$ cat src/rtl/gslcd.sv
// rtl/gslcd.sv - AXI-Lite controlled RGB888 LCD timing generator with AXI burst framebuffer fetch
module gslcd #(
  parameter int C_S00_AXI_ADDR_WIDTH = 4,
  parameter int C_M00_AXI_BURST_LEN  = 16,
  parameter int FIFO_DEPTH           = 32
) (
  input  logic                            s00_axi_aclk,
  input  logic                            s00_axi_areset,
  input  logic [C_S00_AXI_ADDR_WIDTH-1:0] s00_axi_awaddr,
  input  logic                            s00_axi_awvalid,
  output logic                            s00_axi_awready,
  input  logic [31:0]                     s00_axi_wdata,
  input  logic                            s00_axi_wvalid,
  output logic                            s00_axi_wready,
  output logic                            s00_axi_bvalid,
  input  logic                            s00_axi_bready,
  input  logic [C_S00_AXI_ADDR_WIDTH-1:0] s00_axi_araddr,
  input  logic                            s00_axi_arvalid,
  output logic                            s00_axi_arready,
  output logic [31:0]                     s00_axi_rdata,
  output logic                            s00_axi_rvalid,
  input  logic                            s00_axi_rready,
  output logic [31:0]                     m00_axi_araddr,
  output logic [7:0]                      m00_axi_arlen,
  output logic                            m00_axi_arvalid,
  input  logic                            m00_axi_arready,
  input  logic [31:0]                     m00_axi_rdata,
  input  logic                            m00_axi_rvalid,
  input  logic                            m00_axi_rlast,
  output logic                            m00_axi_rready,
  output logic                            LCD_DEN,
  output logic                            LCD_HSYNC,
  output logic                            LCD_VSYNC,
  output logic [23:0]                     LCD_DATA
);

  localparam int AW = C_S00_AXI_ADDR_WIDTH;
  localparam int CW = $clog2(FIFO_DEPTH + 1);
  localparam int PW = $clog2(FIFO_DEPTH);
  localparam int FRAME_WORDS = 480 * 272;
  localparam int WW = $clog2(FRAME_WORDS + 1);

  localparam logic [AW-1:0] ADDR_CTRL   = AW'(0);
  localparam logic [AW-1:0] ADDR_FBADDR = AW'(4);
  localparam logic [AW-1:0] ADDR_STATUS = AW'(8);

  localparam logic [9:0] H_SYNC_END  = 10'd41;
  localparam logic [9:0] H_ACT_START = 10'd43;
  localparam logic [9:0] H_ACT_END   = 10'd523;
  localparam logic [9:0] H_LAST      = 10'd524;
  localparam logic [8:0] V_SYNC_END  = 9'd10;
  localparam logic [8:0] V_ACT_START = 9'd12;
  localparam logic [8:0] V_ACT_END   = 9'd284;
  localparam logic [8:0] V_LAST      = 9'd285;

  localparam logic [1:0] F_IDLE = 2'd0;
  localparam logic [1:0] F_AR   = 2'd1;
  localparam logic [1:0] F_RECV = 2'd2;

  logic          rst;
  logic          ready_en;
  logic          ctrl_en;
  logic          en_d;
  logic          en_rise;
  logic [31:0]   fbaddr;
  logic          underflow;
  logic          bvalid_r;
  logic          rvalid_r;
  logic [31:0]   rdata_r;
  logic [31:0]   rd_mux;
  logic          wr_fire;
  logic          rd_fire;

  logic [1:0]    div;
  logic          strobe;
  logic [9:0]    h;
  logic [8:0]    v;
  logic          active;
  logic          frame_end;

  logic [23:0]   mem [FIFO_DEPTH];
  logic [PW-1:0] wr_ptr;
  logic [PW-1:0] rd_ptr;
  logic [CW-1:0] count;
  logic          push;
  logic          pop;
  logic          uf_set;

  logic [1:0]    state;
  logic [31:0]   ar_addr;
  logic [31:0]   fetch_addr;
  logic [WW-1:0] words;
  logic          beat;
  logic          issue;

  logic          unused_bits;

  assign rst = s00_axi_areset;
  assign unused_bits = ^{s00_axi_wdata[5:2], m00_axi_rdata[31:24]};

  // Ready is gated by a registered flag so every handshake output is low while in reset.
  assign wr_fire = ready_en && !bvalid_r && s00_axi_awvalid && s00_axi_wvalid;
  assign rd_fire = ready_en && !rvalid_r && s00_axi_arvalid;
  assign s00_axi_awready = wr_fire;
  assign s00_axi_wready  = wr_fire;
  assign s00_axi_arready = rd_fire;
  assign s00_axi_bvalid  = bvalid_r;
  assign s00_axi_rvalid  = rvalid_r;
  assign s00_axi_rdata   = rdata_r;

  always_comb begin
    rd_mux = 32'd0;
    case (s00_axi_araddr)
      ADDR_CTRL:   rd_mux = {31'd0, ctrl_en};
      ADDR_FBADDR: rd_mux = fbaddr;
      ADDR_STATUS: rd_mux = {30'd0, underflow, ctrl_en};
      default:     rd_mux = 32'd0;
    endcase
  end

  always_ff @(posedge s00_axi_aclk) begin
    if (rst) begin
      ready_en  <= 1'b0;
      ctrl_en   <= 1'b0;
      fbaddr    <= 32'd0;
      underflow <= 1'b0;
      bvalid_r  <= 1'b0;
      rvalid_r  <= 1'b0;
      rdata_r   <= 32'd0;
    end else begin
      ready_en <= 1'b1;
      if (wr_fire) begin
        if (s00_axi_awaddr == ADDR_CTRL)
          ctrl_en <= s00_axi_wdata[0];
        if (s00_axi_awaddr == ADDR_FBADDR)
          fbaddr <= {s00_axi_wdata[31:6], 6'd0};
      end
      // A fresh underflow wins over a simultaneous write-1-to-clear.
      if (uf_set)
        underflow <= 1'b1;
      else if (wr_fire && s00_axi_awaddr == ADDR_STATUS && s00_axi_wdata[1])
        underflow <= 1'b0;
      if (wr_fire)
        bvalid_r <= 1'b1;
      else if (s00_axi_bready)
        bvalid_r <= 1'b0;
      if (rd_fire) begin
        rvalid_r <= 1'b1;
        rdata_r  <= rd_mux;
      end else if (s00_axi_rready) begin
        rvalid_r <= 1'b0;
      end
    end
  end

  assign strobe    = ctrl_en && (div == 2'd2);
  assign active    = (h >= H_ACT_START) && (h < H_ACT_END) &&
                     (v >= V_ACT_START) && (v < V_ACT_END);
  assign frame_end = strobe && (h == H_LAST) && (v == V_LAST);

  always_ff @(posedge s00_axi_aclk) begin
    if (rst || !ctrl_en) begin
      div <= 2'd0;
      h   <= 10'd0;
      v   <= 9'd0;
    end else begin
      div <= strobe ? 2'd0 : div + 2'd1;
      if (strobe) begin
        if (h == H_LAST) begin
          h <= 10'd0;
          v <= (v == V_LAST) ? 9'd0 : v + 9'd1;
        end else begin
          h <= h + 10'd1;
        end
      end
    end
  end

  assign pop    = strobe && active && (count != '0);
  assign uf_set = strobe && active && (count == '0);

  always_ff @(posedge s00_axi_aclk) begin
    if (rst || !ctrl_en) begin
      LCD_DEN   <= 1'b0;
      LCD_HSYNC <= 1'b1;
      LCD_VSYNC <= 1'b1;
      LCD_DATA  <= 24'd0;
    end else if (strobe) begin
      LCD_DEN   <= active;
      LCD_HSYNC <= !(h < H_SYNC_END);
      LCD_VSYNC <= !(v < V_SYNC_END);
      LCD_DATA  <= pop ? mem[rd_ptr] : 24'd0;
    end
  end

  // Beats arriving while disabled are accepted but dropped; the FIFO stays flushed.
  assign beat = (state == F_RECV) && m00_axi_rvalid;
  assign push = beat && ctrl_en && (count != CW'(FIFO_DEPTH));

  always_ff @(posedge s00_axi_aclk) begin
    if (push)
      mem[wr_ptr] <= m00_axi_rdata[23:0];
  end

  always_ff @(posedge s00_axi_aclk) begin
    if (rst || !ctrl_en) begin
      wr_ptr <= '0;
      rd_ptr <= '0;
      count  <= '0;
    end else begin
      if (push)
        wr_ptr <= (wr_ptr == PW'(FIFO_DEPTH - 1)) ? '0 : wr_ptr + PW'(1);
      if (pop)
        rd_ptr <= (rd_ptr == PW'(FIFO_DEPTH - 1)) ? '0 : rd_ptr + PW'(1);
      case ({push, pop})
        2'b10:   count <= count + CW'(1);
        2'b01:   count <= count - CW'(1);
        default: count <= count;
      endcase
    end
  end

  assign en_rise = ctrl_en && !en_d;
  assign issue   = (state == F_IDLE) && ctrl_en && en_d && !frame_end &&
                   (count <= CW'(FIFO_DEPTH - C_M00_AXI_BURST_LEN)) &&
                   (words < WW'(FRAME_WORDS));

  always_ff @(posedge s00_axi_aclk) begin
    if (rst) begin
      state      <= F_IDLE;
      en_d       <= 1'b0;
      ar_addr    <= 32'd0;
      fetch_addr <= 32'd0;
      words      <= '0;
    end else begin
      en_d <= ctrl_en;
      case (state)
        F_IDLE: if (issue) begin
          state   <= F_AR;
          ar_addr <= fetch_addr;
        end
        F_AR:   if (m00_axi_arready) state <= F_RECV;
        F_RECV: if (m00_axi_rvalid && m00_axi_rlast) state <= F_IDLE;
        default: state <= F_IDLE;
      endcase
      if (en_rise || frame_end) begin
        fetch_addr <= fbaddr;
        words      <= '0;
      end else if (state == F_AR && m00_axi_arready) begin
        fetch_addr <= fetch_addr + 32'(C_M00_AXI_BURST_LEN * 4);
        words      <= words + WW'(C_M00_AXI_BURST_LEN);
      end
    end
  end

  assign m00_axi_araddr  = ar_addr;
  assign m00_axi_arlen   = 8'(C_M00_AXI_BURST_LEN - 1);
  assign m00_axi_arvalid = (state == F_AR);
  assign m00_axi_rready  = (state == F_RECV);

endmodule

$ cat config.mk
export PLATFORM = sky130hd
export DESIGN_NAME = gslcd
export DESIGN_NICKNAME = d
export VERILOG_FILES = /design/src/rtl/gslcd.sv
export SDC_FILE = /design/constraint.sdc
export NUM_CORES = 1
export LEC_CHECK = 0
export CAP_MARGIN = 10
export CORE_MARGIN = 2
export CORE_UTILIZATION = 60
export CTS_BUF_LIST = sky130_fd_sc_hd__clkbuf_4
export DETAILED_ROUTE_END_ITERATION = 16
export DONT_BUFFER_PORTS = 1
export PLACE_DENSITY = 0.76
export SKIP_LAST_GASP = 1
export SYNTH_ARGS = -nofsm -noshare
export SYNTH_HDL_FRONTEND = slang
export SYNTH_SLANG_ARGS = --single-unit
$ cat constraint.sdc
create_clock -name s00_axi_aclk -period 9.1 [get_ports s00_axi_aclk]
set_input_delay 1.365 -clock s00_axi_aclk [delete_from_list [all_inputs] [get_ports s00_axi_aclk]]
set_output_delay 1.365 -clock s00_axi_aclk [all_outputs]
set_load 0.01 [all_outputs]
==> results.yml, run 1 <==
run_status:
  status: "completed"
cts:
  clk_path_buf_depth: 3
  tritoncts: "yes"
  htree_num_levels: 4
  clock-sinks: 964
  cts_made_buffers: 224
  post_cts.repair.setup_buffers: 0
  clkLatencyLatePin_ns: 1.08
  holdBufCountCts: 0
  clock_tree.root_cell: "sky130_fd_sc_hd__clkbuf_4"
  clkSlewWorstSetupHoldPaths_ns: 0.06
  cts_repair_resize_count: 0
yosys:
  synth_enable_flop_cells: 768
  post_synth.cell_area_avg_um2: 17.2
  yosysSeqAreaShare_pct: 72.3
  synth_async_sr_flop_share_pct: 0
  netlist_area_um2: 37300
  ys_dominant_reg_cell: "sky130_fd_sc_hd__edfxtp_1"
  ff_latch_count_synth: 964
  synth.lib_cells_used.distinct: 65
  postSynthCellCount: 2171
  synthesis.yosys.warnings: 0
global_route:
  grt_start_max_net_pins: 137
  wire_length_of_the_first_global_routing_pass_mm: 123
  grt-busiest-layer: "met2"
  grt_use_met1_pct: 33.7
  use_met2_pct: 42.2
  grt.met3_usage_pct: 6.54
  grt_remaining_overflow: 0
  gr-usage-all-layers_pct: 26.0
  grt_antenna_before_repair: 3
  first_global_vias: 20900
power_and_ir_drop:
  power_share_of_the_sequential_group_pct: 58.2
  total_switching_power_mw: 1.66
  p_per_area_nw_per_um2: 198
  power_switching_share_pct: 20.4
  clockPowerShare_pct: 41.6
  intPower_mw: 6.50
  combPwrFrac_pct: 0.2
  vdd_ir_drop_max_mv: 0.157
  p_leak_nw: 12.9
detailed_routing:
  vias: 20600
  ant_nets: 0
  drc: 0
  detailedRoute.firstIterationViolations: 2204
  drt_first_pass_iters: 5
  totalWireLength_mm: 82.0
  viasPerCell: 6.19
  wire_per_inst_um: 24.6
placed_design:
  port_buffers: 0
  post_dp_cell_area_um2: 38200
  gp_routability_congestion: 0.802
  post-dp-hpwl_mm: 45.7
sta:
  final.setup.tns_ns: 0
  drv_slew: 0
  fmaxAchievable_ghz: 0.265
  period_utilisation_layout_pct: 41.5
  hold_violations_final: 0
  max-slew-margin-rel_pct: 16.7
  finalWorstPathRequiredPeriod_ns: 3.77
  timing_worst_slew_pin_value_ns: 1.25
  largest_clock_skew_in_the_final_design_ns: 0.0696
  setup_repair_after_global_routing_missed_its_margin: "false"
  setup_viol_count_final: 0
setup_path:
  worstSetupPathType: "flop to flop"
  worstPathMaxFanout: 13
  cp-start-kind: "flop"
  timing.critical_path.required_ns: 9.84
  timing.critical_path.arrival_ns: 4.51
  end_kind: "flop"
floorplanning:
  std_cell_rows: 91
  die_width_um: 253
  core-area_um2: 61600
  die_y_um: 253
  ios: 188
  area_of_the_die_um2: 64200
  start_util_pct: 60.6
worst_hold_path:
  hold_path_class: "primary input to flop"
cells_and_area:
  areaGrowthSynthToFinish_pct: 10.2
  fillers: 4059
  drive_gt1_share_pct: 27.5
  finish.net_count: 2409
  mostFrequentLayoutCell: "sky130_fd_sc_hd__edfxtp_1"
  most-common-layout-cells: "sky130_fd_sc_hd__edfxtp_1, sky130_fd_sc_hd__clkbuf_4, sky130_fd_sc_hd__dfxtp_1"
  finish.instance_area_um2: 41100
flow_run:
  cap_viol_max_count: 0
## synthesized netlist by cell type, types with 3 or more instances
cell type                  number  area [um^2]
sky130_fd_sc_hd__o211ai_1       3         22.5
sky130_fd_sc_hd__inv_1         26         97.6
sky130_fd_sc_hd__buf_2         47          235
sky130_fd_sc_hd__nor2b_1        5         31.3
sky130_fd_sc_hd__and2_1         3         18.8
sky130_fd_sc_hd__nand4b_1       5         43.8
sky130_fd_sc_hd__xnor2_1       34          298
sky130_fd_sc_hd__nor2_1       132          495
sky130_fd_sc_hd__or3b_2         3         26.3
sky130_fd_sc_hd__buf_1          9         33.8
sky130_fd_sc_hd__xor2_1        24          210
sky130_fd_sc_hd__o22ai_1       73          457
sky130_fd_sc_hd__mux2i_1        9         90.1
sky130_fd_sc_hd__a211oi_1      14          105
sky130_fd_sc_hd__nand4_1       15         93.8
sky130_fd_sc_hd__ha_1          18          225
sky130_fd_sc_hd__and3_1        16          100
sky130_fd_sc_hd__or3_1         10         62.6
sky130_fd_sc_hd__a22oi_1       29          218
sky130_fd_sc_hd__a31oi_1        4         25.0
sky130_fd_sc_hd__buf_4         21          158
sky130_fd_sc_hd__nand2_1       99          372
sky130_fd_sc_hd__dfxtp_1      196         3920
sky130_fd_sc_hd__edfxtp_1     768        23100
sky130_fd_sc_hd__a22o_1        23          201
sky130_fd_sc_hd__nand3_1       40          200
sky130_fd_sc_hd__clkbuf_1      66          248
sky130_fd_sc_hd__o21ai_0       47          235
sky130_fd_sc_hd__mux2_2        46          518
sky130_fd_sc_hd__nor4_1        13         81.3
sky130_fd_sc_hd__nor3_1        37          185
sky130_fd_sc_hd__mux4_2       190         4280
sky130_fd_sc_hd__a21oi_1       86          430
sky130_fd_sc_hd__nand2b_1       9         56.3
sky130_fd_sc_hd__nand3b_1       8         60.1
## path summary, 6_finish.rpt
kind	from	to	slack, ns	cells past startpoint
worst max-delay path	ctrl_en$_SDFFE_PP0P_	mem[31][21]$_DFFE_PP_	5.33	5
worst min-delay path	s00_axi_areset	s00_axi_rdata[13]$_SDFFE_PP0P_	0.37	1
worst max register to register	ctrl_en$_SDFFE_PP0P_	mem[31][21]$_DFFE_PP_	5.33	5
worst min register to register	div[0]$_SDFF_PP0_	div[0]$_SDFF_PP0_	0.42	1
## routing by layer
layer  wire [um]  up-vias
li1            -     9017
met1       30700    10400
met2       40700     1003
met3        8150      152
met4        2440        0
met5           0        -
## final cells by class
type | instances | area, um^2 | area share [%]
clock buffer | 338 | 2540 | 6.17
inverter | 26 | 97.6 | 0.237
multi-input combinational | 1054 | 9780 | 23.8
tap | 837 | 1050 | 2.55
antenna | 6 | 15.0 | 0.0365
timing repair buffer | 39 | 325 | 0.791
sequential | 964 | 27000 | 65.6
clock inverter | 66 | 333 | 0.809
## cell families (layout without fill, tap and decap cells)
| kind of cell | after synthesis | after routing | synth area share, % |
|---|---|---|---|
| muxes | 245 | 245 | 13.1 |
| buffers and inverters | 169 | 469 | 2.07 |
| xor gates and xnor gates | 58 | 58 | 1.36 |
| AOI/OAI and AO/OA | 302 | 302 | 5.14 |
| and+or+nand+nor | 413 | 413 | 5.39 |
| adders and majority gates | 18 | 18 | 0.604 |
| DFF | 964 | 964 | 72.3 |
| other | 2 | 24 | 0.0201 |
## critical path: stages (launching register included)
cell                       delay [ns]
sky130_fd_sc_hd__dfxtp_1         0.54
sky130_fd_sc_hd__nand4b_1        0.15
sky130_fd_sc_hd__a31oi_1         0.81
sky130_fd_sc_hd__nand2_1         0.66
sky130_fd_sc_hd__nor2_2          0.87
sky130_fd_sc_hd__buf_4           0.41
## flip-flops by register name, summed over array words and instances, names as in the netlist, 10 cells and up, named ones only
name            flops
mem               768
s00_axi_rdata      28
fbaddr             26
fetch_addr         26
m00_axi_araddr     26
LCD_DATA           24
words              13
h                  10
## stage by stage
stage / util [%] / hold WS (ns) / power [mW] / cells / setup WS [ns]
global placement: 62.1 / 0.408 / 4.86 / 2919 / 4.69
detailed placement: 62.1 / 0.415 / 4.86 / 2919 / 4.60
floorplan: - / 0.397 / 4.87 / 2187 / 5.39
finish: 66.8 / 0.370 / 8.16 / 3330 / 5.33
CTS: 66.7 / 0.276 / 8.23 / 3323 / 5.33
global route: 66.8 / 0.320 / 8.45 / 3327 / 4.98
## power groups by stage
stage,Combinational (mW),Clock (mW),Sequential [mW]
floorplan,0.0245,0,4.85
global placement,0.0154,0,4.85
detailed placement,0.0158,0,4.85
CTS,0.0159,3.46,4.75
global route,0.0182,3.68,4.75
finish,0.0162,3.40,4.75
Power figures use the tool's default switching activity.
==> run 2, diff against run 1 <==
--- a/config.mk
+++ b/config.mk
@@ -7,11 +7,11 @@
 export LEC_CHECK = 0
 export CAP_MARGIN = 10
 export CORE_MARGIN = 2
-export CORE_UTILIZATION = 60
+export CORE_UTILIZATION = 59
 export CTS_BUF_LIST = sky130_fd_sc_hd__clkbuf_4
 export DETAILED_ROUTE_END_ITERATION = 16
 export DONT_BUFFER_PORTS = 1
-export PLACE_DENSITY = 0.76
+export PLACE_DENSITY = 0.78
 export SKIP_LAST_GASP = 1
 export SYNTH_ARGS = -nofsm -noshare
 export SYNTH_HDL_FRONTEND = slang
==> constraint.sdc (replaced) <==
create_clock -name s00_axi_aclk -period 3.45 [get_ports s00_axi_aclk]
set_input_delay 0.5175 -clock s00_axi_aclk [delete_from_list [all_inputs] [get_ports s00_axi_aclk]]
set_output_delay 0.5175 -clock s00_axi_aclk [all_outputs]
set_load 0.01 [all_outputs]
==> run 2 against run 1 <==
Effect of this change: first-iteration DRC count grew 12%; total power grew to 2.7 times the previous value; core utilization grew 1.5 points; die area grew 1.7%; sequential power grew to 2.6 times the previous value; setup slack lost 4.9 ns; sequential share of layout area shrank 2.7 points; cell count grew 5.4%; fmax grew 24%; cell area grew 4.3%.
==> results.yml, run 2 (synthesis gave the netlist of run 1 again) <==
run_status:
  status: "completed"
placed_design:
  gp_routability_congestion: 0.854
  pre_cts_ws_ns: 0.349
  post-place-cells: 2977
  port_buffers: 0
  post-dp-hpwl_mm: 49.0
sta:
  final.setup.tns_ns: 0
  hold_violations_final: 0
  fmaxAchievable_ghz: 0.327
  drv_slew: 0
  largest_clock_skew_in_the_final_design_ns: 0.0757
  period_utilisation_layout_pct: 88.5
  finalWorstPathRequiredPeriod_ns: 3.05
  max-slew-margin-rel_pct: 20.7
  timing_worst_slew_pin_value_ns: 1.19
  setup_ws_ns: 0.396
  worst_slack_on_hold_paths_ns: 0.197
  setup_repair_after_global_routing_missed_its_margin: "false"
  setup_viol_count_final: 0
cts:
  clock_tree.root_cell: "sky130_fd_sc_hd__clkbuf_4"
  clk_path_buf_depth: 3
  cts_made_buffers: 228
  clock-sinks: 964
  clkLatencyLatePin_ns: 1.10
  htree_num_levels: 4
  clkSlewWorstSetupHoldPaths_ns: 0.07
  tritoncts: "yes"
cells_and_area:
  registers.top_by_ff_count: "mem"
  finish.net_count: 2558
  drive_gt1_share_pct: 27.9
  final_cells: 3509
  mostFrequentLayoutCell: "sky130_fd_sc_hd__edfxtp_1"
  areaGrowthSynthToFinish_pct: 14.9
  largest_register_ff_count: 768
  fillers: 3955
  most-common-layout-cells: "sky130_fd_sc_hd__edfxtp_1, sky130_fd_sc_hd__clkbuf_4, sky130_fd_sc_hd__dfxtp_1"
setup_path:
  cp-start-kind: "flop"
  timing.rr.end: "count[4]$_SDFFE_PP0P_"
  timing.critical_path.required_ns: 4.38
  timing.critical_path.arrival_ns: 3.99
  end_kind: "flop"
  worstPathMaxFanout: 8
  timing.reg2reg.worst_path_depth: 13
  worstSetupPathType: "flop to flop"
  crit_start: "h[0]$_SDFFE_PP0P_"
  reg_to_reg_startpoint: "h[0]$_SDFFE_PP0P_"
  r2r_setup_slack_ns: 0.40
  crit_end: "count[4]$_SDFFE_PP0P_"
detailed_routing:
  totalWireLength_mm: 87.8
  vias: 21800
  wire_per_inst_um: 25.0
  detailedRoute.firstIterationViolations: 2473
  drt_first_pass_iters: 6
  ant_nets: 0
  drc: 0
  viasPerCell: 6.21
global_route:
  grt_start_max_net_pins: 100
  use_met2_pct: 43.5
  grt_use_met1_pct: 35.1
  grt_antenna_before_repair: 8
  grt_remaining_overflow: 0
  grt.met3_usage_pct: 6.80
  gr-usage-all-layers_pct: 27.0
  wire_length_of_the_first_global_routing_pass_mm: 132
  grt-busiest-layer: "met2"
  first_global_vias: 22500
worst_hold_path:
  worst_hold_path.num_cells: 3
  hold_path_class: "primary input to flop"
power_and_ir_drop:
  vdd_ir_drop_max_mv: 0.401
  design_power_total_mw: 22.3
  p_per_area_nw_per_um2: 520
  p_leak_nw: 13.6
floorplanning:
  start_util_pct: 59.4
  ios: 188
  std_cell_rows: 92
  core-area_um2: 62900
  die_width_um: 255
  area_of_the_die_um2: 65300
  die_y_um: 255
flow_run:
  cap_viol_max_count: 0
-- run 2: layer usage --
layer	routed length (um)	vias up	share of wire, %
li1	-	9329	-
met1	32700	10900	37
met2	43200	1320	49
met3	8720	228	9.9
met4	3150	6	3.6
met5	41	-	0.047
-- run 2: power breakdown --
group	internal (mW)	switching [mW]	leakage, nW
combinational	0.0637	0.194	3.31
sequential	12.5	0.00534	8.48
clock	5.00	4.53	1.81
total	17.6	4.73	13.6
-- run 2: worst max-delay path, stage by stage (launching register included) --
cell and delay, ns:
sky130_fd_sc_hd__dfxtp_1 0.34, sky130_fd_sc_hd__ha_1 0.23, sky130_fd_sc_hd__o21ai_0 0.25, sky130_fd_sc_hd__nor4b_4 0.30, sky130_fd_sc_hd__o2111ai_2 0.18, sky130_fd_sc_hd__inv_1 0.11
sky130_fd_sc_hd__ha_1 0.31, sky130_fd_sc_hd__xor2_1 0.11, sky130_fd_sc_hd__ha_1 0.20, sky130_fd_sc_hd__a21oi_2 0.18, sky130_fd_sc_hd__o22ai_1 0.11, sky130_fd_sc_hd__a222oi_1 0.39
sky130_fd_sc_hd__or3_1 0.18, sky130_fd_sc_hd__a21oi_1 0.07
-- run 2: layout make-up --
cell class | instances | area (um^2) | area share [%]
flip-flops and latches | 964 | 27000 | 62.9
multi-input cells | 1054 | 9810 | 22.9
clock buffers | 335 | 2510 | 5.86
repair buffers | 184 | 1810 | 4.23
well taps | 846 | 1060 | 2.47
clock inverters | 89 | 567 | 1.32
inverters | 26 | 97.6 | 0.228
diodes | 11 | 27.5 | 0.0642
-- run 2: what timing repair did --
| item | in CTS | in global routing |
|---|---|---|
| setup endpoints to repair | 0 | 1 |
| setup buffers | 0 | 0 |
| endpoints found under the hold margin | 889 | 0 |
| resized for setup | 0 | 1 |
| hold buffers | 97 | 0 |
-- run 2: worst min path at each step --
stage / start / endpoint / slack (ns)
after floorplan: div[0]$_SDFF_PP0_ / div[0]$_SDFF_PP0_ / 0.40
after global placement: div[0]$_SDFF_PP0_ / div[0]$_SDFF_PP0_ / 0.42
after detailed placement: div[0]$_SDFF_PP0_ / div[0]$_SDFF_PP0_ / 0.42
after CTS: s00_axi_awaddr[3] / fbaddr[7]$_SDFFE_PP0P_ / 0.08
after global routing: s00_axi_awaddr[3] / fbaddr[9]$_SDFFE_PP0P_ / 0.19
final: s00_axi_awaddr[3] / fbaddr[6]$_SDFFE_PP0P_ / 0.20
-- run 2: per-stage QoR --
stage / area [um^2] / util [%]
global route: 42900 / 68.2
global placement: 38800 / 61.7
CTS: 42900 / 68.2
detailed placement: 38800 / 61.7
floorplan: 37400 / -
finish: 42900 / 68.2
==> run 3, diff against run 2 <==
--- a/config.mk
+++ b/config.mk
@@ -9,8 +9,10 @@
 export CORE_MARGIN = 2
 export CORE_UTILIZATION = 59
 export CTS_BUF_LIST = sky130_fd_sc_hd__clkbuf_4
+export CTS_CLUSTER_SIZE = 10
 export DETAILED_ROUTE_END_ITERATION = 16
 export DONT_BUFFER_PORTS = 1
+export GPL_TIMING_DRIVEN = 0
 export PLACE_DENSITY = 0.78
 export SKIP_LAST_GASP = 1
 export SYNTH_ARGS = -nofsm -noshare
==> constraint.sdc (replaced) <==
create_clock -name s00_axi_aclk -period 3.45 [get_ports s00_axi_aclk]
set_input_delay 0.345 -clock s00_axi_aclk [delete_from_list [all_inputs] [get_ports s00_axi_aclk]]
set_output_delay 0.345 -clock s00_axi_aclk [all_outputs]
set_load 0.01 [all_outputs]
==> run 3 against run 2 <==
Effect of this change: sequential power hardly changed; combinational power is 19% higher; clock skew is 0.0060 ns higher; first-iteration DRC count is 4.2% higher; sequential share of layout area is 0.53 points lower; critical path depth is 6 lower; cell count is 1.9% higher; via count is 1.9% higher; cell area is 0.80% higher; total power is 1.5% lower; core utilization is 0.55 points higher; critical endpoint is now LCD_DATA[19]$_SDFFE_PP0P_; highest routed layer unchanged.
==> results.yml, run 3 (synthesis gave the netlist of run 1 again) <==
run_status:
  status: "completed"
setup_path:
  end_kind: "flop"
  worstPathMaxFanout: 10
  worstSetupPathType: "flop to flop"
  cp-start-kind: "flop"
  timing.critical_path.required_ns: 4.41
  timing.critical_path.arrival_ns: 4.31
floorplanning:
  core-area_um2: 62900
  area_of_the_die_um2: 65300
  die_y_um: 255
  die_width_um: 255
  ios: 188
  start_util_pct: 59.4
  std_cell_rows: 92
cts:
  clock-sinks: 964
  tritoncts: "yes"
  htree_num_levels: 4
  clk_path_buf_depth: 3
  clock_tree.root_cell: "sky130_fd_sc_hd__clkbuf_4"
  clkSlewWorstSetupHoldPaths_ns: 0.07
  clkLatencyLatePin_ns: 1.12
  cts_made_buffers: 224
sta:
  finalWorstPathRequiredPeriod_ns: 3.36
  max-slew-margin-rel_pct: 22.6
  setup_ws_ns: 0.0936
  fmaxAchievable_ghz: 0.298
  timing_worst_slew_pin_value_ns: 1.16
  largest_clock_skew_in_the_final_design_ns: 0.0818
  drv_slew: 0
  setup_repair_after_global_routing_missed_its_margin: "true"
  period_utilisation_layout_pct: 97.3
  setup_viol_count_final: 0
  hold_violations_final: 0
power_and_ir_drop:
  power_switching_share_pct: 21.2
  p_leak_nw: 13.8
  total_switching_power_mw: 4.65
  clockPowerShare_pct: 41.6
  intPower_mw: 17.3
  p_per_area_nw_per_um2: 508
  vdd_ir_drop_max_mv: 0.439
  power_share_of_the_sequential_group_pct: 57.0
  combPwrFrac_pct: 1.4
  design_power_total_mw: 22.0
global_route:
  grt-busiest-layer: "met2"
  grt_remaining_overflow: 0
  use_met2_pct: 46.1
  grt_use_met1_pct: 35.0
  wire_length_of_the_first_global_routing_pass_mm: 136
  grt.met3_usage_pct: 7.50
  first_global_vias: 22700
  gr-usage-all-layers_pct: 28.1
  grt_start_max_net_pins: 33
  grt_antenna_before_repair: 6
cells_and_area:
  registers.top_by_ff_count: "mem"
  areaGrowthSynthToFinish_pct: 15.9
  finish.net_count: 2643
  largest_register_ff_count: 768
  final-seq-area_um2: 27000
  mostFrequentLayoutCell: "sky130_fd_sc_hd__edfxtp_1"
  drive_gt1_share_pct: 27.3
  most-common-layout-cells: "sky130_fd_sc_hd__edfxtp_1, sky130_fd_sc_hd__clkbuf_4, sky130_fd_sc_hd__dfxtp_1"
  multiInputGateArea_um2: 9900
  fillers: 3962
detailed_routing:
  totalWireLength_mm: 90.8
  ant_nets: 0
  wire_per_inst_um: 25.4
  viasPerCell: 6.21
  detailedRoute.firstIterationViolations: 2578
  drt_first_pass_iters: 8
  drc: 0
  vias: 22200
flow_run:
  cap_viol_max_count: 0
placed_design:
  post-dp-hpwl_mm: 55.3
  pre_cts_ws_ns: -0.185
  gp_routability_congestion: 0.910
  port_buffers: 0
worst_hold_path:
  hold_path_class: "primary input to flop"
[run 3: changes by cell type in the layout (fill, tap and decap cells not counted), moves of 7 or more]
cell	delta
sky130_fd_sc_hd__buf_1	+9
sky130_fd_sc_hd__buf_2	+47
sky130_fd_sc_hd__buf_4	-52
sky130_fd_sc_hd__clkbuf_1	+57
sky130_fd_sc_hd__clkbuf_4	+12
sky130_fd_sc_hd__clkinv_1	-22
sky130_fd_sc_hd__clkinv_2	-7
sky130_fd_sc_hd__dlygate4sd3_1	+19
sky130_fd_sc_hd__nor2_2	-16
sky130_fd_sc_hd__nor2_4	+16
[run 3: path summary, 6_finish.rpt]
check             cells after the start              start                        end  slack [ns]
setup / recovery                      7               flop  LCD_DATA[19]$_SDFFE_PP0P_        0.09
hold / removal                        5  s00_axi_awaddr[3]    fbaddr[27]$_SDFFE_PP0P_        0.16
setup reg to reg                      7               flop  LCD_DATA[19]$_SDFFE_PP0P_        0.09
hold reg to reg                       1  div[0]$_SDFF_PP0_          div[0]$_SDFF_PP0_        0.42
[run 3: area by class of cell]
| class | count | area share [%] |
|---|---|---|
| clock buffers | 347 | 6.03 |
| inverters | 26 | 0.226 |
| diodes | 7 | 0.0405 |
| clock inverters | 57 | 0.695 |
| plain buffers | 136 | 1.50 |
| well taps | 846 | 2.45 |
| flip-flops and latches | 964 | 62.4 |
| multi-input cells | 1055 | 22.9 |
| repair buffers | 136 | 3.73 |
[run 3: timing repair]
item,CTS,global route
gates cloned,1,0
endpoints found under the setup margin,147,560
buffers inserted,0,1
pin swaps,5,1
hold endpoints to repair,883,0
hold buffers,121,0
gates resized for setup,0,12
[run 3: critical path: stages (launching register included)]
cell	delay, ns
sky130_fd_sc_hd__dfxtp_1	0.53
sky130_fd_sc_hd__buf_2	0.40
sky130_fd_sc_hd__buf_2	0.38
sky130_fd_sc_hd__clkbuf_1	0.61
sky130_fd_sc_hd__mux2_2	0.42
sky130_fd_sc_hd__o22ai_1	0.49
sky130_fd_sc_hd__nor3_1	0.15
sky130_fd_sc_hd__a22o_1	0.24
[run 3: power by group through the flow]
stage               logic (mW)  clock network (mW)  registers, mW
finish                   0.307                9.14           12.5
global route             0.329                9.82           12.5
CTS                      0.299                9.20           12.5
detailed placement      0.0846                   0           12.8
global placement        0.0825                   0           12.8
floorplan               0.0646                   0           12.8
[run 3: routing by layer]
metal | wire length, um | vias to the layer above
li1 | - | 9487
met1 | 33000 | 11100
met4 | 3810 | 4
met5 | 32 | -
met3 | 8720 | 267
met2 | 45200 | 1345
[run 3: metrics by stage]
step,cell area [um^2],hold WS (ns),TNS (ns),utilization [%],cells
global placement,38400,0.410,-604.77,61.1,3033
floorplan,37400,0.397,0,-,2187
detailed placement,39000,0.413,-7.94,62.0,3047
finish,43200,0.157,0,68.8,3574
CTS,43200,0.109,-12.26,68.7,3572
global route,43200,0.141,-0.142,68.8,3571
